$ cat config.mk
export PLATFORM = sky130hd
export DESIGN_NAME = eth_frame_tx_flat
export DESIGN_NICKNAME = d
export VERILOG_FILES = /design/src/rtl/eth_pkg.sv /design/src/rtl/eth_frame_tx_if.sv /design/src/rtl/crc32_dibit.sv /design/src/rtl/eth_frame_tx.sv /design/src/flat_wrapper.sv
export SDC_FILE = /design/constraint.sdc
export NUM_CORES = 1
export LEC_CHECK = 0
export ABC_CLOCK_PERIOD_IN_PS = 11700
export CAP_MARGIN = 10
export CELL_PAD_IN_SITES_DETAIL_PLACEMENT = 1
export CELL_PAD_IN_SITES_GLOBAL_PLACEMENT = 2
export CORE_ASPECT_RATIO = 0.7
export CORE_MARGIN = 1.5
export CORE_UTILIZATION = 36
export CTS_BUF_LIST = sky130_fd_sc_hd__clkbuf_16
export DETAILED_ROUTE_END_ITERATION = 8
export PLACE_DENSITY = 0.86
export SYNTH_ARGS = -nofsm -noshare
export SYNTH_HDL_FRONTEND = slang
export SYNTH_SLANG_ARGS = --single-unit
$ cat constraint.sdc
create_clock -name clk -period 11.7 [get_ports clk]
set_input_delay 3.51 -clock clk [delete_from_list [all_inputs] [get_ports clk]]
set_output_delay 3.51 -clock clk [all_outputs]
set_load 0.03 [all_outputs]
$ cat src/rtl/eth_pkg.sv
// Shared types and constants for the Ethernet II transmit framer and its CRC helper.
package eth_pkg;

  typedef enum logic [2:0] {
    IDLE,
    PRE,
    HDR,
    PAY,
    PAD,
    FCS,
    IFG
  } tx_state_t;

  localparam int PREAMBLE_DIBITS = 31;
  localparam int MIN_PAYLOAD     = 46;
  localparam int MAX_PAYLOAD     = 1500;
  localparam int HDR_BYTES       = 14;

  localparam logic [31:0] CRC32_POLY = 32'hEDB88320;
  localparam logic [31:0] CRC32_INIT = 32'hFFFFFFFF;

  // One bit of the reflected CRC-32 recurrence.
  function automatic logic [31:0] crc32_step(input logic [31:0] c, input logic b);
    return (c >> 1) ^ (((c[0] ^ b) == 1'b1) ? CRC32_POLY : 32'h0);
  endfunction

endpackage

$ cat src/rtl/eth_frame_tx_if.sv
// Byte-pull, control and RMII pin bundle between a frame source and eth_frame_tx.
interface eth_frame_tx_if;
  logic        start;
  logic [10:0] payload_len;
  logic        byte_req;
  logic        axiiv;
  logic [7:0]  axiid;
  logic        axiov;
  logic [1:0]  axiod;
  logic        busy;
  logic        done;
  logic        err;

  modport master (
    output start, payload_len, axiiv, axiid,
    input  byte_req, axiov, axiod, busy, done, err
  );

  modport slave (
    input  start, payload_len, axiiv, axiid,
    output byte_req, axiov, axiod, busy, done, err
  );
endinterface

$ cat src/rtl/crc32_dibit.sv
// Reflected CRC-32 consuming two bits per clock, LSB (d[0]) first; shared with the receive path.
module crc32_dibit
  import eth_pkg::*;
(
  input  logic        clk,
  input  logic        rst,
  input  logic        clear,
  input  logic        en,
  input  logic [1:0]  d,
  output logic [31:0] crc
);
  logic [31:0] crc_q, crc_d;

  always_comb begin
    crc_d = crc_q;
    if (clear) begin
      crc_d = CRC32_INIT;
    end else if (en) begin
      crc_d = crc32_step(crc32_step(crc_q, d[0]), d[1]);
    end
  end

  always_ff @(posedge clk) begin
    if (rst) begin
      crc_q <= '0;
    end else begin
      crc_q <= crc_d;
    end
  end

  assign crc = crc_q;
endmodule

$ cat src/rtl/eth_frame_tx.sv
// Ethernet II framer: preamble/SFD, fixed header, pulled payload, zero pad, FCS, gap, as RMII dibits.
// Define ETH_FRAME_TX_FCS_EN to build the CRC datapath and append the FCS.
module eth_frame_tx
  import eth_pkg::*;
#(
  parameter logic [47:0] DST_MAC    = 48'hFF_FF_FF_FF_FF_FF,
  parameter logic [47:0] SRC_MAC    = 48'h00_00_00_00_00_00,
  parameter logic [15:0] ETHERTYPE  = 16'h88B5,
  parameter int          IFG_CYCLES = 48
) (
  input logic           clk,
  input logic           rst,
  eth_frame_tx_if.slave tx_if
);
  localparam logic [8*HDR_BYTES-1:0] HDR_VEC = {DST_MAC, SRC_MAC, ETHERTYPE};
`ifdef ETH_FRAME_TX_FCS_EN
  localparam tx_state_t AFTER_PAD = FCS;
`else
  localparam tx_state_t AFTER_PAD = IFG;
`endif

  tx_state_t   state_q, state_d;
  logic [1:0]  idx_q, idx_d;
  logic [10:0] cnt_q, cnt_d;
  logic [10:0] len_q, len_d;
  logic [5:0]  ifg_q, ifg_d;
  logic [7:0]  data_q, data_d;
  logic        err_q, err_d;

  logic [7:0]  hdr_bytes [HDR_BYTES];
  logic [7:0]  hdr_byte, tx_byte;
  logic [10:0] cnt_inc;
  logic [4:0]  pre_dibit;
  logic [1:0]  dibit;
  logic        tx_on, byte_end, need_next;

  for (genvar gi = 0; gi < HDR_BYTES; gi++) begin : g_hdr
    assign hdr_bytes[gi] = HDR_VEC[8*(HDR_BYTES-1-gi) +: 8];
  end

  assign hdr_byte  = (cnt_q < 11'(HDR_BYTES)) ? hdr_bytes[cnt_q[3:0]] : 8'h00;
  assign cnt_inc   = (cnt_q == 11'h7FF) ? cnt_q : cnt_q + 11'd1;
  assign pre_dibit = {cnt_q[2:0], idx_q};
  assign tx_on     = state_q inside {PRE, HDR, PAY, PAD, FCS};
  assign byte_end  = tx_on && (idx_q == 2'd3);
  // A payload byte is owed for the next byte slot: after the last header byte or within PAY.
  assign need_next = ((state_q == HDR) && (cnt_q == 11'(HDR_BYTES-1)) && (len_q != 11'd0)) ||
                     ((state_q == PAY) && (cnt_inc < len_q));

`ifdef ETH_FRAME_TX_FCS_EN
  logic [31:0] crc, fcs;

  crc32_dibit u_crc (
    .clk   (clk),
    .rst   (rst),
    .clear (state_q == PRE && pre_dibit == 5'(PREAMBLE_DIBITS)),
    .en    (state_q inside {HDR, PAY, PAD}),
    .d     (dibit),
    .crc   (crc)
  );

  assign fcs = ~crc;
`endif

  always_comb begin
    tx_byte = 8'h00;
    case (state_q)
      HDR: tx_byte = hdr_byte;
      PAY: tx_byte = data_q;
`ifdef ETH_FRAME_TX_FCS_EN
      FCS: tx_byte = fcs[{cnt_q[1:0], 3'b000} +: 8];
`endif
      default: tx_byte = 8'h00;
    endcase
  end

  always_comb begin
    dibit = 2'b00;
    if (state_q == PRE) begin
      dibit = (pre_dibit == 5'(PREAMBLE_DIBITS)) ? 2'b11 : 2'b01;
    end else if (tx_on) begin
      dibit = tx_byte[{idx_q, 1'b0} +: 2];
    end
  end

  always_comb begin
    state_d = state_q;
    idx_d   = idx_q;
    cnt_d   = cnt_q;
    ifg_d   = ifg_q;
    len_d   = len_q;
    data_d  = data_q;
    err_d   = 1'b0;
    if (tx_on) idx_d = idx_q + 2'd1;
    case (state_q)
      IDLE: begin
        if (tx_if.start) begin
          if (tx_if.payload_len <= 11'(MAX_PAYLOAD)) begin
            state_d = PRE;
            len_d   = tx_if.payload_len;
            cnt_d   = '0;
            idx_d   = '0;
          end else begin
            err_d = 1'b1;
          end
        end
      end
      IFG: begin
        ifg_d = ifg_q + 6'd1;
        if (ifg_q == 6'(IFG_CYCLES-1)) state_d = IDLE;
      end
      default: begin
        if (byte_end) begin
          cnt_d = cnt_inc;
          if (need_next && !tx_if.axiiv) begin
            state_d = IFG;
            ifg_d   = '0;
            err_d   = 1'b1;
          end else begin
            if (need_next) data_d = tx_if.axiid;
            case (state_q)
              PRE: if (cnt_q == 11'd7) begin
                state_d = HDR;
                cnt_d   = '0;
              end
              HDR: if (cnt_q == 11'(HDR_BYTES-1)) begin
                state_d = need_next ? PAY : PAD;
                cnt_d   = '0;
              end
              PAY: if (!need_next) begin
                if (len_q < 11'(MIN_PAYLOAD)) begin
                  state_d = PAD;
                end else begin
                  state_d = AFTER_PAD;
                  cnt_d   = '0;
                  ifg_d   = '0;
                end
              end
              PAD: if (cnt_q == 11'(MIN_PAYLOAD-1)) begin
                state_d = AFTER_PAD;
                cnt_d   = '0;
                ifg_d   = '0;
              end
              FCS: if (cnt_q == 11'd3) begin
                state_d = IFG;
                ifg_d   = '0;
              end
              default: ;
            endcase
          end
        end
      end
    endcase
  end

  always_ff @(posedge clk) begin
    if (rst) begin
      state_q <= IDLE;
      idx_q   <= '0;
      cnt_q   <= '0;
      ifg_q   <= '0;
      len_q   <= '0;
      data_q  <= '0;
      err_q   <= 1'b0;
    end else begin
      state_q <= state_d;
      idx_q   <= idx_d;
      cnt_q   <= cnt_d;
      ifg_q   <= ifg_d;
      len_q   <= len_d;
      data_q  <= data_d;
      err_q   <= err_d;
    end
  end

  assign tx_if.axiov    = tx_on;
  assign tx_if.axiod    = dibit;
  assign tx_if.byte_req = need_next && (idx_q == 2'd2);
  assign tx_if.busy     = (state_q != IDLE);
  assign tx_if.done     = (state_q == IFG) && (ifg_q == 6'(IFG_CYCLES-1));
  assign tx_if.err      = err_q;
endmodule

$ cat src/flat_wrapper.sv
// flat-port wrapper written by rule: the top's interface ports become plain ports
module eth_frame_tx_flat import eth_pkg::*;
#(
  parameter logic [47:0] DST_MAC    = 48'hFF_FF_FF_FF_FF_FF,
  parameter logic [47:0] SRC_MAC    = 48'h00_00_00_00_00_00,
  parameter logic [15:0] ETHERTYPE  = 16'h88B5,
  parameter int          IFG_CYCLES = 48
)
  (clk, rst, tx_if_start, tx_if_payload_len, tx_if_axiiv, tx_if_axiid, tx_if_byte_req, tx_if_axiov, tx_if_axiod, tx_if_busy, tx_if_done, tx_if_err);
  eth_frame_tx_if tx_if_i ();
  input logic clk;
  input logic rst;
  input wire logic [$bits(tx_if_i.start)-1:0] tx_if_start;
  input wire logic [$bits(tx_if_i.payload_len)-1:0] tx_if_payload_len;
  input wire logic [$bits(tx_if_i.axiiv)-1:0] tx_if_axiiv;
  input wire logic [$bits(tx_if_i.axiid)-1:0] tx_if_axiid;
  output wire logic [$bits(tx_if_i.byte_req)-1:0] tx_if_byte_req;
  output wire logic [$bits(tx_if_i.axiov)-1:0] tx_if_axiov;
  output wire logic [$bits(tx_if_i.axiod)-1:0] tx_if_axiod;
  output wire logic [$bits(tx_if_i.busy)-1:0] tx_if_busy;
  output wire logic [$bits(tx_if_i.done)-1:0] tx_if_done;
  output wire logic [$bits(tx_if_i.err)-1:0] tx_if_err;
  assign tx_if_i.start = tx_if_start;
  assign tx_if_i.payload_len = tx_if_payload_len;
  assign tx_if_i.axiiv = tx_if_axiiv;
  assign tx_if_i.axiid = tx_if_axiid;
  assign tx_if_byte_req = tx_if_i.byte_req;
  assign tx_if_axiov = tx_if_i.axiov;
  assign tx_if_axiod = tx_if_i.axiod;
  assign tx_if_busy = tx_if_i.busy;
  assign tx_if_done = tx_if_i.done;
  assign tx_if_err = tx_if_i.err;
  eth_frame_tx #(.DST_MAC(DST_MAC), .SRC_MAC(SRC_MAC), .ETHERTYPE(ETHERTYPE), .IFG_CYCLES(IFG_CYCLES)) u_core (.clk(clk), .rst(rst), .tx_if(tx_if_i));
endmodule
==> results.md, run 1 <==
* Status: finished clean
* CP max FO at 10
* # DRC at 0
* Share of post-route cells with drive strength above 1 at 5.90%
* Rel. slew slack at a little over a third
* Post-synth EDFFs at 0
* Yosys top cell area share at a little under a third
* Max-cap violations at 0
* Hpwl dp at roughly 6.3 mm
* Postcts setup bufs at 0
* Kind of critical path: reg2out
* RSZ-0062 raised after global routing: false
* First-pass GRT wire length at 14.1 mm
* CTS root buffer: clkbuf_16
* Ant. Diodes at 0
* Tmin final at about 8 ns
* Final global-route overflow total at 0
* Fmax achieved at 123 MHz
* Syn_area_per_cell at just under 8 sq um
* Io pins at 30
* Area contributors post-synth: dfxtp_1 (30%), ha_1 (6.8%), a21oi_1 (6.3%)
* Starting DRT DRC Count at roughly 130
* # setup viols final at 0
* Clock Skew at approximately 0.0096 ns
* Sw frac at approximately two fifths
* Cell taking the most area after synthesis: dfxtp_1
* Final Cycle Share at 69.3%
* PD cells at 171 nW/um^2
* Worst Hold Class: reg2reg
* Initial antenna violation count at 0
* CP Launch Type: flip-flop
* Clk pin slew, worst setup/hold paths at around 0.07 ns
* Slowest-stage cell, CP: clkdlybuf4s50_1
* Cell variety after synth at 59
* Core box area at ~7400 sq um
* Max-slew violation count at 0
* Hold Buf Count CTS at 0
* Syn Inst Count at 352
* Async SR Flop Fraction at 0%
* Mapped cell area at approximately 2800 sq um
* Ys Warns at 0
* Sequential share of power at between 30% and 40%
* H-tree levels at 2
* Cell-internal power at 341 uW
* Routed Antenna Nets at 0
* Worst IR Drop VDD at 124 uV
* Switch Pwr at roughly 220 uW
* Most frequent cells in the layout: dfxtp_1 (42), a21oi_1 (35), nand2_1 (34), nor2_1 (34), clkdlybuf4s50_1 (29)
* Worst setup margin at 3.60 ns
* DIE AREA at roughly 8000 sq um
* Worst-margin pin slew at slightly below 1 ns
* P_leak at approximately 0.0012 uW
* CTS tree: yes
* Die W at 108 microns
* CTS sink count at 42
* Hold Violations, Final at 0
* Seq/Total Area, Yosys at a little under a third
* # nets final at 410
* Worst hold start: u_core.data_q[1]$_SDFFE_PP0P_
* Commonest non-fill, non-tap cell in the layout: dfxtp_1
* Detail-routed net length per standard cell at roughly 18 microns
* Combinational share of power at slightly below 40%
* GRT Resource Usage Total at between 20 and 25%
* Seq cells post-synth at 42
* Top Family by Delay on Critical Path: simple AND/OR/NAND/NOR gates
* Syn nets at 390
* Via/cell ratio at about 6
* Drt total wl at 8.49 mm
* Area growth from synthesis to layout at 18.6%
* CTS buffer count at 5
* Reg-to-Reg Start: u_core.cnt_q[0]$_SDFFE_PP0P_
* Via count at roughly 2800
* CP required at 8.19 ns
* Row count at 26
* CP Launch Point: u_core.cnt_q[0]$_SDFFE_PP0P_
* Post_cts resized at 0
* Initial Util at a little under two fifths
* Main synth FF type: dfxtp_1
* Crit path arrival time at 4.59 ns
* Placer Congestion at 0.808
* CP bufs+invs at 1
* DRT Pass-1 Iters at 4
* Worst-Skew Late Latency at roughly 0.29 ns
* Largest stage delay, worst path at approximately 0.66 ns
* Die Height at 76.4 microns
* Clock share of power at 28.4%
* Final setup TNS at 0 ns
* Crit end category: output pin
* Max Buffers Root-to-Sink at 2
* Place WS at 4.01 ns
* PortBufs at 29
* Via count of the first global-routing pass at about 2600
* Cell Chain, Critical Path: ha_1 -> nand2_1 -> or4_4 -> and3_1 -> nand2b_1 -> xnor2_1 -> ha_1 -> a211oi_1 -> nor2_1 -> or4_1 -> a211o_4 -> nand2_1 -> and2_1 -> clkdlybuf4s50_1
* Largest net degree at the start of global routing at 39
## per-stage QoR
| step | std cells | power (uW) | cell area (sq um) | utilization [%] | hold WS, ns |
|---|---|---|---|---|---|
| 2_1_floorplan | 352 | 326 | 2770 | - | 0.454 |
| 3_3_place_gp | 463 | 401 | 3120 | 42.2 | 0.477 |
| 4_1_cts | 471 | 563 | 3280 | 44.5 | 0.501 |
| 3_5_place_dp | 463 | 403 | 3120 | 42.2 | 0.487 |
| 6_report | 471 | 562 | 3280 | 44.5 | 0.495 |
| 5_1_grt | 471 | 598 | 3280 | 44.5 | 0.532 |
## registers in the layout (all words and copies together) (netlist names)
register	cells
u_core.state_q	3
u_core.data_q	8
u_core.ifg_q	6
u_core.cnt_q	11
u_core.tx_if.err	1
u_core.len_q	11
u_core.idx_q	2
## metal layers
| layer | share of wire [%] | track usage (%) | wire, microns | vias to the layer above |
|---|---|---|---|---|
| met2 | 45 | 32.9 | 3830 | 63 |
| met4 | 0.72 | 3.95 | 61 | 0 |
| met3 | 4.3 | 3.42 | 363 | 7 |
| met1 | 50 | 32.4 | 4240 | 1370 |
| li1 | - | - | - | 1342 |
| met5 | 0 | 0 | 0 | - |
## logic make-up after synthesis
kind of cell             after synthesis  share of synthesized area (%)
AND/OR/NAND/NOR                      131                           23.4
AO/OA/AOI/OAI                        105                           26.7
flip-flops                            42                           30.4
buffers and inverters                 39                           5.65
adder cells (fa/ha/maj)               15                           6.78
multiplexers                          13                           4.93
XOR/XNOR                               7                           2.22
## synthesized netlist by cell type, types with 3 or more instances
cell and instances:
a21o_1 3, nand3_1 15, ha_1 15, a22o_1 5
a211oi_1 7, a21oi_1 35, a31oi_1 3, o21ai_0 16
nor3_1 11, nand2_1 34, clkbuf_1 15, dfxtp_1 42
nor2_1 34, inv_1 21, and3_1 8, mux2i_1 11
o21a_1 3, xnor2_1 5, a311oi_1 7, nor4_1 4
or3_1 4, nand4_1 5
## layout make-up
type	instances	area, sq um
clock buffer	5	125
multi-input combinational	271	1770
clock inverter	3	40.0
sequential	42	841
fill	907	4100
inverter	21	78.8
timing repair buffer	31	305
tap	98	123
## power by group through the flow
stage | clock [uW] | sequential (uW) | combinational, uW
4_1_cts | 162 | 183 | 218
3_5_place_dp | 0 | 187 | 217
6_report | 159 | 184 | 219
2_1_floorplan | 0 | 168 | 158
5_1_grt | 171 | 187 | 240
3_3_place_gp | 0 | 187 | 214
## final timing paths
path	depth (start not counted)	slack [ns]	endpoint
min	2	0.49	u_core.data_q[1]$_SDFFE_PP0P_
max reg2reg	14	7.14	u_core.cnt_q[7]$_SDFFE_PP0P_
min reg2reg	2	0.49	u_core.data_q[1]$_SDFFE_PP0P_
max	14	3.60	tx_if_byte_req
## worst reg2reg max path, cell delays in order, from the launching register on
cell	delay, ns
dfxtp_1	0.50
ha_1	0.36
nand2_1	0.14
or4_4	0.52
and3_1	0.25
nand2b_1	0.15
xnor2_1	0.10
ha_1	0.20
a211oi_1	0.27
nor2_1	0.08
or4_1	0.44
a211o_4	0.34
a311oi_2	0.76
and3_1	0.26
a221o_1	0.12
Note: power is estimated with default switching activity, not from simulation.
==> run 2, diff against run 1 <==
ABC_CLOCK_PERIOD_IN_PS = 7300   (was 11700)
CORE_UTILIZATION = 30   (was 36)
PLACE_DENSITY = 0.77   (was 0.86)
clock period = 7.3 ns   (was 11.7 ns; I/O delays follow)
==> run 2 against run 1 <==
Effect of this change: flip-flop and latch count unchanged; die area up 19%; combinational power up 63%; routed wire length up 0.41%; critical path depth unchanged; design area up 0.91%; critical endpoint unchanged.
==> results.md, run 2 (synthesis gave the netlist of run 1 again) <==
* Status: finished clean
* Hold WS at 0.492 ns (-0.00252 ns)
* Clock Skew at 0.00616 ns (-0.00340 ns)
* Largest stage delay, worst path at 0.66 ns (about the same)
* Max-cap violations at 0 (unchanged)
* Commonest non-fill, non-tap cell in the layout: dfxtp_1
* Final setup TNS at 0 ns (unchanged)
* Reg2Reg Setup Slack at 2.82 ns (-4.32 ns)
* # nets final at 410 (unchanged)
* Switch Pwr at 362 uW (+63%)
* Post-Route Utilization at 36.8% (-7.6 points)
* Detail-routed net length per standard cell at 17.2 microns (-4.8%)
* Final global-route overflow total at 0 (unchanged)
* Worst r2r dst: u_core.cnt_q[7]$_SDFFE_PP0P_
* Worst IR Drop VDD at 112 uV (-9.9%)
* Row count at 29 (+12%)
* Via count of the first global-routing pass at 2650 (+0.53%)
* Largest regs: u_core.cnt_q: 11 flops, u_core.len_q: 11 flops, u_core.data_q: 8 flops
* Via count at 2702 (-2.9%)
* Worst-margin pin slew at 1.00 ns (+0.0403 ns)
* H-tree levels at 2 (unchanged)
* Hpwl dp at 6.53 mm (+3.2%)
* Worst Setup EP: tx_if_byte_req
* Via/cell ratio at 5.44 (-8.0%)
* Max Buffers Root-to-Sink at 2 (unchanged)
* Largest net degree at the start of global routing at 24 (-38%)
* DIE AREA at 9820 sq um (+19%)
* Combinational share of power at 39.2% (+0.3 points)
* Most frequent cells in the layout: dfxtp_1 (42), a21oi_1 (35), nand2_1 (34), nor2_1 (34), clkdlybuf4s50_1 (29)
* CTS tree: yes
* CP max FO at 10 (unchanged)
* Clock share of power at 28.2% (-0.2 points)
* Initial Util at 30.8% (-6.7 points)
* Slowest-stage cell, CP: clkdlybuf4s50_1
* Ant. Diodes at 0 (unchanged)
* Share of post-route cells with drive strength above 1 at 5.36% (-0.54 points)
* CTS sink count at 42 (unchanged)
* First-pass GRT wire length at 14.2 mm (+0.93%)
* Io pins at 30 (unchanged)
* Placer Congestion at 0.789 (-2.4%)
* Starting DRT DRC Count at 165 (+26%)
* # setup viols final at 0 (unchanged)
* Worst Hold Class: reg2reg
* Rel. slew slack at 32.7% (-2.7 points)
* Max-slew violation count at 0 (unchanged)
* Core box area at 9000 sq um (+22%)
* CTS buffer count at 5 (unchanged)
* Kind of critical path: reg2out
* DRT Pass-1 Iters at 4 (unchanged)
* Clk pin slew, worst setup/hold paths at 0.06 ns (about the same)
* CP Launch Type: flip-flop
* Sw frac at 39.9% (+0.49 points)
* Routed Antenna Nets at 0 (unchanged)
* Crit path arrival time at 4.48 ns (-0.11 ns)
* Cell-internal power at 545 uW (+60%)
* GRT Resource Usage Total at 18.0% (-3.7 points)
* Drt total wl at 8.53 mm (+0.41%)
* Hold Buf Count CTS at 0 (unchanged)
* Fill cells at 1130 (+25%)
* Reg-to-Reg Start: u_core.cnt_q[0]$_SDFFE_PP0P_
* Cell Chain, Critical Path: ha_1 -> nand2_1 -> or4_4 -> and3_1 -> nand2b_1 -> xnor2_1 -> ha_1 -> a211oi_1 -> nor2_1 -> or4_1 -> a211o_4 -> nand2_1 -> and2_1 -> clkdlybuf4s50_1
* Final Cycle Share at 91.4%
* Placed cell areas at 3150 sq um (+1.0%)
* Area growth from synthesis to layout at 19.7%
* Fin area at 3310 sq um (+0.91%)
* FF-to-FF path depth at 14 (unchanged)
* Crit end category: output pin
* Fmax achieved at roughly 150 MHz
* CP Launch Point: u_core.cnt_q[0]$_SDFFE_PP0P_
* Post_cts resized at 0 (unchanged)
* CP required at 5.11 ns (-3.08 ns)
* Initial antenna violation count at 0 (unchanged)
* Die W at 118 microns (+9.3%)
* Die Height at 83.4 microns (+9.2%)
* Postcts setup bufs at 0 (unchanged)
* Hold Violations, Final at 0 (unchanged)
* Sequential share of power at 32.6% (-0.2 points)
* Tmin final at between 6 and 7 ns
* # DRC at 0 (unchanged)
* P_leak at 0.00119 uW (+0.24%)
* Tot Pwr at 907 uW (+61%)
* RSZ-0062 raised after global routing: false
* PD cells at 274 nW/um^2 (+60%)
* PortBufs at 29 (unchanged)
* CTS root buffer: clkbuf_16
* Worst-Skew Late Latency at 0.29 ns (about the same)
[run 2: cell types whose count changed in the layout (fill, tap and decap cells not counted)]
| cell | previous run | this run |
|---|---|---|
| clkinv_2 | 2 | 0 |
| inv_1 | 21 | 23 |
[run 2: stage by stage]
stage | setup slack [ns] | instances
3_3_place_gp | 1.07 | 489
5_1_grt | 0.315 | 497
6_report | 0.628 | 497
4_1_cts | 0.630 | 497
3_5_place_dp | 0.968 | 489
2_1_floorplan | 1.79 | 352
[run 2: metal layers]
| metal | GRT usage [%] | up-vias | wire length [microns] |
|---|---|---|---|
| li1 | - | 1335 | - |
| met1 | 26.4 | 1329 | 4530 |
| met2 | 27.0 | 31 | 3650 |
| met3 | 3.78 | 7 | 266 |
| met4 | 3.88 | 0 | 74 |
| met5 | 0 | - | 0 |
[run 2: layout make-up]
class | count | area [sq um] | area share [%]
clock buffers | 5 | 125 | 3.78
clock inverters | 3 | 37.5 | 1.13
repair buffers | 31 | 305 | 9.21
multi-input cells | 271 | 1770 | 53.4
well taps | 124 | 155 | 4.68
flip-flops and latches | 42 | 841 | 25.4
inverters | 21 | 78.8 | 2.38
[run 2: power groups by stage]
stage	logic, uW	clock network [uW]	registers (uW)
after floorplan	253	0	269
after global placement	348	0	300
after detailed placement	354	0	300
after CTS	356	262	295
after global routing	389	270	300
final	356	256	295
[run 2: worst min path at each step]
stage	startpoint	to	slack, ns	cells after the start
after floorplan	u_core.data_q[3]$_SDFFE_PP0P_	u_core.data_q[3]$_SDFFE_PP0P_	0.45	2
after global placement	u_core.data_q[2]$_SDFFE_PP0P_	u_core.data_q[2]$_SDFFE_PP0P_	0.47	2
after detailed placement	u_core.len_q[8]$_SDFFE_PP0P_	u_core.len_q[8]$_SDFFE_PP0P_	0.49	2
after CTS	u_core.len_q[8]$_SDFFE_PP0P_	u_core.len_q[8]$_SDFFE_PP0P_	0.49	2
after global routing	u_core.len_q[9]$_SDFFE_PP0P_	u_core.len_q[9]$_SDFFE_PP0P_	0.53	2
final	u_core.len_q[8]$_SDFFE_PP0P_	u_core.len_q[8]$_SDFFE_PP0P_	0.49	2
[run 2: critical path, delay by kind of cell, from the launching register on]
| family | cells | cell delay (ns) |
|---|---|---|
| xor+xnor | 1 | 0.09 |
| simple gates | 8 | 1.85 |
| flops | 1 | 0.49 |
| buf+inv | 1 | 0.66 |
| fa+ha+maj | 2 | 0.54 |
| compound gates | 2 | 0.57 |
